## src/rtl/tc_product_rescale.sv

```systemverilog
// tc_product_rescale
// Takes the signed product from the tracklet calculator's multiplier stage.
// It rounds the product half-up and shifts it right, subtracts the result
// from a signed base term, and saturates the difference to OUT_W bits.
// Any result that had to be clamped is flagged, and a saturating counter
// records how many flagged results were delivered downstream.
//
// The design is a two-stage valid/ready pipeline that collapses bubbles.
// The only combinational path from an input to an output is
// out_ready -> in_ready.

module tc_product_rescale #(
  parameter int PROD_W = 26,
  parameter int BASE_W = 18,
  parameter int SHIFT  = 8,
  parameter int OUT_W  = 18,
  parameter int CNT_W  = 16
) (
  input  logic              ap_clk,
  input  logic              ap_rst,
  input  logic              in_valid,
  output logic              in_ready,
  input  logic [PROD_W-1:0] prod_din,
  input  logic [BASE_W-1:0] base_din,
  output logic              out_valid,
  input  logic              out_ready,
  output logic [OUT_W-1:0]  dout,
  output logic              dout_oor,
  output logic [CNT_W-1:0]  oor_count
);

  // Width of the rounded, shifted product. The rounding sum is carried
  // in PROD_W+1 bits, so SHIFT bits fewer remain after the shift.
  localparam int R_W = PROD_W + 1 - SHIFT;

  // Width of the difference. It is two bits wider than the wider operand,
  // so base - r can never wrap before saturation is applied.
  localparam int D_W = ((BASE_W > R_W) ? BASE_W : R_W) + 2;

  // Half an LSB of the shifted result. Adding it before the arithmetic
  // shift gives round-half-up (toward +inf).
  localparam logic [PROD_W:0] HALF = (PROD_W + 1)'(1) << (SHIFT - 1);

  // Saturation limits of the signed OUT_W-bit result, expressed at the
  // width of the difference.
  localparam logic signed [D_W-1:0] SAT_MAX = D_W'((2 ** (OUT_W - 1)) - 1);
  localparam logic signed [D_W-1:0] SAT_MIN = D_W'(-(2 ** (OUT_W - 1)));

  // Clamped output codes.
  localparam logic [OUT_W-1:0] OUT_MAX = {1'b0, {(OUT_W - 1){1'b1}}};
  localparam logic [OUT_W-1:0] OUT_MIN = {1'b1, {(OUT_W - 1){1'b0}}};

  // Pipeline occupancy and handshake controls.
  logic s1_valid;
  logic s2_valid;
  logic s2_free;
  logic s1_adv;
  logic in_fire;
  logic out_fire;

  // Stage-1 data: the rounded product and the base term travelling with it.
  logic [R_W-1:0]    s1_r;
  logic [BASE_W-1:0] s1_base;

  // Stage-1 rounding arithmetic.
  logic [PROD_W:0] rnd_sum;
  logic            unused_rnd_lsbs;

  // Stage-2 arithmetic: the full-precision difference and its saturated form.
  logic signed [D_W-1:0] diff;
  logic [OUT_W-1:0]      sat_val;
  logic                  sat_oor;

  // Handshake network. Stage 2 can take new data when it is empty or is
  // draining this cycle. Stage 1 moves forward whenever stage 2 can take
  // its data. The input is accepted whenever stage 1 is empty or moving.
  always_comb begin
    s2_free  = !s2_valid || out_ready;
    s1_adv   = s1_valid && s2_free;
    in_ready = !s1_valid || s2_free;
    in_fire  = in_valid && in_ready;
    out_fire = out_valid && out_ready;
  end

  assign out_valid = s2_valid;

  // Round-half-up the product. It is sign-extended by one bit so that
  // adding the half LSB cannot overflow. The bits below SHIFT are
  // discarded by the shift.
  always_comb begin
    rnd_sum         = {prod_din[PROD_W-1], prod_din} + HALF;
    unused_rnd_lsbs = ^rnd_sum[SHIFT-1:0];
  end

  // Stage-1 register. It loads on every accepted input and empties when
  // its contents move on to stage 2 with nothing new arriving.
  always_ff @(posedge ap_clk) begin
    if (ap_rst) begin
      s1_valid <= 1'b0;
      s1_r     <= '0;
      s1_base  <= '0;
    end else begin
      if (in_fire) begin
        s1_valid <= 1'b1;
        s1_r     <= rnd_sum[PROD_W:SHIFT];
        s1_base  <= base_din;
      end else if (s1_adv) begin
        s1_valid <= 1'b0;
      end
    end
  end

  // Subtract the rounded product from the base at full precision, then
  // clamp the difference to the signed OUT_W range and flag any clamping.
  always_comb begin
    diff    = {{(D_W - BASE_W){s1_base[BASE_W-1]}}, s1_base}
            - {{(D_W - R_W){s1_r[R_W-1]}}, s1_r};
    sat_val = diff[OUT_W-1:0];
    sat_oor = 1'b0;
    if (diff > SAT_MAX) begin
      sat_val = OUT_MAX;
      sat_oor = 1'b1;
    end else if (diff < SAT_MIN) begin
      sat_val = OUT_MIN;
      sat_oor = 1'b1;
    end
  end

  // Stage-2 register, which drives the output port. It reloads whenever
  // stage 1 advances, so dout and dout_oor stay stable while the
  // downstream stalls. It empties when its result is taken and stage 1
  // has nothing to replace it with.
  always_ff @(posedge ap_clk) begin
    if (ap_rst) begin
      s2_valid <= 1'b0;
      dout     <= '0;
      dout_oor <= 1'b0;
    end else begin
      if (s1_adv) begin
        s2_valid <= 1'b1;
        dout     <= sat_val;
        dout_oor <= sat_oor;
      end else if (out_ready) begin
        s2_valid <= 1'b0;
      end
    end
  end

  // Count delivered saturated results. The counter sticks at all-ones
  // instead of wrapping, so a full count still means "at least this many".
  always_ff @(posedge ap_clk) begin
    if (ap_rst) begin
      oor_count <= '0;
    end else if (out_fire && dout_oor && (oor_count != {CNT_W{1'b1}})) begin
      oor_count <= oor_count + CNT_W'(1);
    end
  end

endmodule

```

## config.mk

```make
export PLATFORM = sky130hd
export DESIGN_NAME = tc_product_rescale
export DESIGN_NICKNAME = d
export VERILOG_FILES = /design/src/rtl/tc_product_rescale.sv
export SDC_FILE = /design/constraint.sdc
export NUM_CORES = 1
export LEC_CHECK = 0
export BUFFER_PORTS_ARGS = -buffer_cell sky130_fd_sc_hd__buf_2
export CORE_MARGIN = 10
export CORE_UTILIZATION = 61
export CTS_BUF_LIST = sky130_fd_sc_hd__clkbuf_8
export DETAILED_ROUTE_END_ITERATION = 6
export PLACE_DENSITY = 0.88
export SETUP_SLACK_MARGIN = 0.4
export SYNTH_ARGS = -nofsm -noshare
export SYNTH_HDL_FRONTEND = slang
export SYNTH_SLANG_ARGS = --single-unit
export TNS_END_PERCENT = 1
```

## constraint.sdc

```tcl
create_clock -name ap_clk -period 6.8 [get_ports ap_clk]
set_clock_uncertainty 0.1 [all_clocks]
set_input_delay 0.34 -clock ap_clk [delete_from_list [all_inputs] [get_ports ap_clk]]
set_output_delay 0.34 -clock ap_clk [all_outputs]
set_load 0.01 [all_outputs]
```

==> results.md <==
- 1st-iter DRT viols: 171
- Max Freq: 310.4 MHz
- Peak supply drop: 0.1500 mV
- Crit-path cells: inv_1, ha_1, inv_1, fa_1, a21o_1, a21oi_1, o21ai_0, a21o_1, o41ai_1, xor2_1, nor2_1, o31a_1
- First drt pass iteration count: 4
- HPWL after DPL: 7269 µm
- Worst Setup End Kind: flop
- Via/cell ratio: 5.695
- CP top delay family: compound AO/OA/AOI/OAI gates
- Max_cap viols: 0
- Worst-Skew Late Latency: 0.36 ns
- Multi-input logic area: 2379 µm²
- Placed instance area: 4447 µm²
- Slew margin rel.: 37.04%
- Min-delay src: base_din[2]
- Initial core utilization: 63.44%
- Gr ovfl total: 0
- EDFF count, synth: 0
- Syn avg cell area: 8.285 µm²
- HP Class: input pin to flop
- Total Routing Usage GR: 18.31%
- Hold EP: s1_base[2]$_SDFFE_PP0P_
- Most common cell after layout, fill and taps aside: buf_2
- Nets@finish: 628
- # diodes: 0
- YS warnings: 0
- WHS Path Cells: 3
- Final setup viols: 0
- Antenna Violating Nets Remaining: 0
- DR vias: 3,645
- DRC violations left: 0
- CTS root buf: clkbuf_8
- RSZ-0062 raised after global routing: false
- Status: completed
- Most used DFF post-synth: dfxtp_1
- Mapped Nets: 559
- R2r worst-path depth: 12
- Worst-path fanout max: 4
- Routability Congestion: 0.8947
- Storage cell area: 1481 µm²
- CTS Buf Count: 9
- Cell area after layout: 4669 µm²
- Number of fill cells in the layout: 475
- Post-synthesis sequential area ratio: 36.57%
- IO Count: 85
- Wire per inst: 14.95 µm
- Post_cts resized: 0
- Final hold vios: 0
- CP bufs+invs: 2
- Cell leakage power: 2.034 nW
- Final min period: 3.222 ns
- Share of layout cells above drive strength 1: 20.43%
- Worst R2R Setup Slack: 3.58 ns
- Mapped Area: 4051 µm²
- R2R Path Start: s1_base[0]$_SDFFE_PP0P_
- Total power: 1.147 mW
- Area delta synth->final: 15.26%
- Reg2reg end: dout[16]$_SDFFE_PP0P_
- Post-synth ARST share: 0%
- Path type of the worst setup path: flop to flop
- CTS tree: done
- Startpoint Class: flop
- Crit-path slowest cell: o41ai_1
- Total die area: 10,300 µm²
- Vias in the first global route: 3,470
- Antenna violations before repair: 0
- Final worst-path cycle share: 47.38%
- Core ar.: 6386 µm²
- Post-Route Setup TNS: 0 ns
- Slowest cell delay on critical path: 0.41 ns
- CTS clk-pin slew, worst paths: 0.08 ns
- Distinct cells, synth: 56
- Critical path required time: 6.95 ns
- Die H: 101.5 µm
- CTS Buffer Depth: 2
- Hold Buf Count CTS: 0
- Post-Route WL: 9568 µm
- # rows: 29
- Largest net degree at the start of global routing: 62
- CTS H-tree depth: 3
- Clk sinks: 74
- Post-synthesis cell count: 489
- Fin. max-slew vios: 0
- Port Buffers: 77
- Most frequent cells in the layout: buf_2, dfxtp_1, nand2_1, nor2_1, a21oi_1
- Die X: 101.5 µm
- First-pass GRT wire length: 15,660 µm
- WP data arrival: 3.38 ns
- Yosys reg bits: 74
- Pwr dens: 245.6 nW/µm²
- Post-CTS Setup Bufs: 0
- Worst Tran Pin Value: 0.9409 ns
-- synthesized netlist by cell type (3+ instances only) --
library cell,count,share of area (%)
a211oi_1,19,3.5
dfxtp_1,74,37
a221o_2,6,1.7
nor2b_1,8,1.2
nand2_1,65,6.0
a21oi_1,39,4.8
or3_1,3,0.46
nor3_1,7,0.86
nand3_1,14,1.7
clkbuf_1,15,1.4
a21o_1,6,1.1
xnor2_1,19,4.1
nand2b_1,3,0.46
a221o_1,8,2.0
nor2_1,59,5.5
ha_1,21,6.5
inv_1,24,2.2
nand4_1,8,1.2
xor2_1,26,5.6
a22o_2,3,0.74
buf_2,3,0.37
o21ai_0,7,0.86
and3_1,9,1.4
o21a_1,6,1.1
-- logic make-up (layout without fill, tap and decap cells) --
logic type / after synthesis / count (layout) / synth area share, %
muxes: 1 / 1 / 0.2471
adders and majority gates: 22 / 22 / 6.980
AOI/OAI and AO/OA: 115 / 115 / 20.44
and+or+nand+nor: 187 / 187 / 21.31
DFF: 74 / 74 / 36.57
buffers and inverters: 45 / 119 / 4.725
xor gates and xnor gates: 45 / 45 / 9.728
-- worst max-delay path by stage --
| stage | from | endpoint | slack [ns] | cells after the start |
|---|---|---|---|---|
| after CTS | s1_base[0]$_SDFFE_PP0P_ | dout[15]$_SDFFE_PP0P_ | 3.61 | 12 |
| after floorplan | s1_base[0]$_SDFFE_PP0P_ | dout[10]$_SDFFE_PP0P_ | 3.94 | 13 |
| final | s1_base[0]$_SDFFE_PP0P_ | dout[16]$_SDFFE_PP0P_ | 3.58 | 12 |
| after global placement | s1_base[0]$_SDFFE_PP0P_ | dout[16]$_SDFFE_PP0P_ | 3.74 | 12 |
| after detailed placement | s1_base[0]$_SDFFE_PP0P_ | dout[15]$_SDFFE_PP0P_ | 3.66 | 12 |
| after global routing | s1_base[0]$_SDFFE_PP0P_ | dout[16]$_SDFFE_PP0P_ | 3.41 | 12 |
-- worst register-to-register path: stages, from the launching register on --
cell	delay (ns)
dfxtp_1	0.32
inv_1	0.07
ha_1	0.20
inv_1	0.07
fa_1	0.39
a21o_1	0.19
a21oi_1	0.27
o21ai_0	0.19
a21o_1	0.26
o41ai_1	0.41
xor2_1	0.26
nor2_1	0.08
o31a_1	0.29
-- registers in the layout, summed over array words and instances, names as in the netlist --
| signal | flops |
|---|---|
| s1_base | 18 |
| dout | 18 |
| s1_r | 19 |
| dout_oor | 1 |
| s1_valid | 1 |
| oor_count | 16 |
| out_valid | 1 |
-- final cells by class --
| class | count | area share, % |
|---|---|---|
| inverters | 24 | 1.929 |
| clock inverters | 7 | 2.117 |
| well taps | 77 | 2.063 |
| clock buffers | 9 | 2.653 |
| repair buffers | 79 | 8.574 |
| flip-flops and latches | 74 | 31.73 |
| multi-input cells | 370 | 50.94 |
-- routing by layer --
layer | up-vias | part of all wire [%] | global-route usage (%)
met5 | - | 0 | 0
met4 | 0 | 1.6 | 7.717
met3 | 17 | 5.5 | 3.131
met2 | 93 | 47 | 30.37
met1 | 1688 | 46 | 22.85
li1 | 1847 | - | -
-- per-stage QoR --
| step | setup WS (ns) | cells | hold slack (ns) | utilization, % |
|---|---|---|---|---|
| 4_1_cts | 3.611 | 640 | 0.1070 | 73.12 |
| 5_1_grt | 3.407 | 640 | 0.1255 | 73.12 |
| 2_1_floorplan | 3.939 | 489 | 0.3319 | - |
| 3_5_place_dp | 3.660 | 624 | 0.3528 | 69.63 |
| 6_report | 3.578 | 640 | 0.1141 | 73.12 |
| 3_3_place_gp | 3.739 | 624 | 0.3461 | 69.63 |
-- where the power goes --
group          switching, mW  leakage, nW  internal [mW]
Combinational          0.156         1.32          0.123
Sequential            0.0171        0.608          0.466
Clock                  0.175        0.110          0.209
Total                  0.348         2.03          0.798
Note: power is estimated with default switching activity, not from simulation.
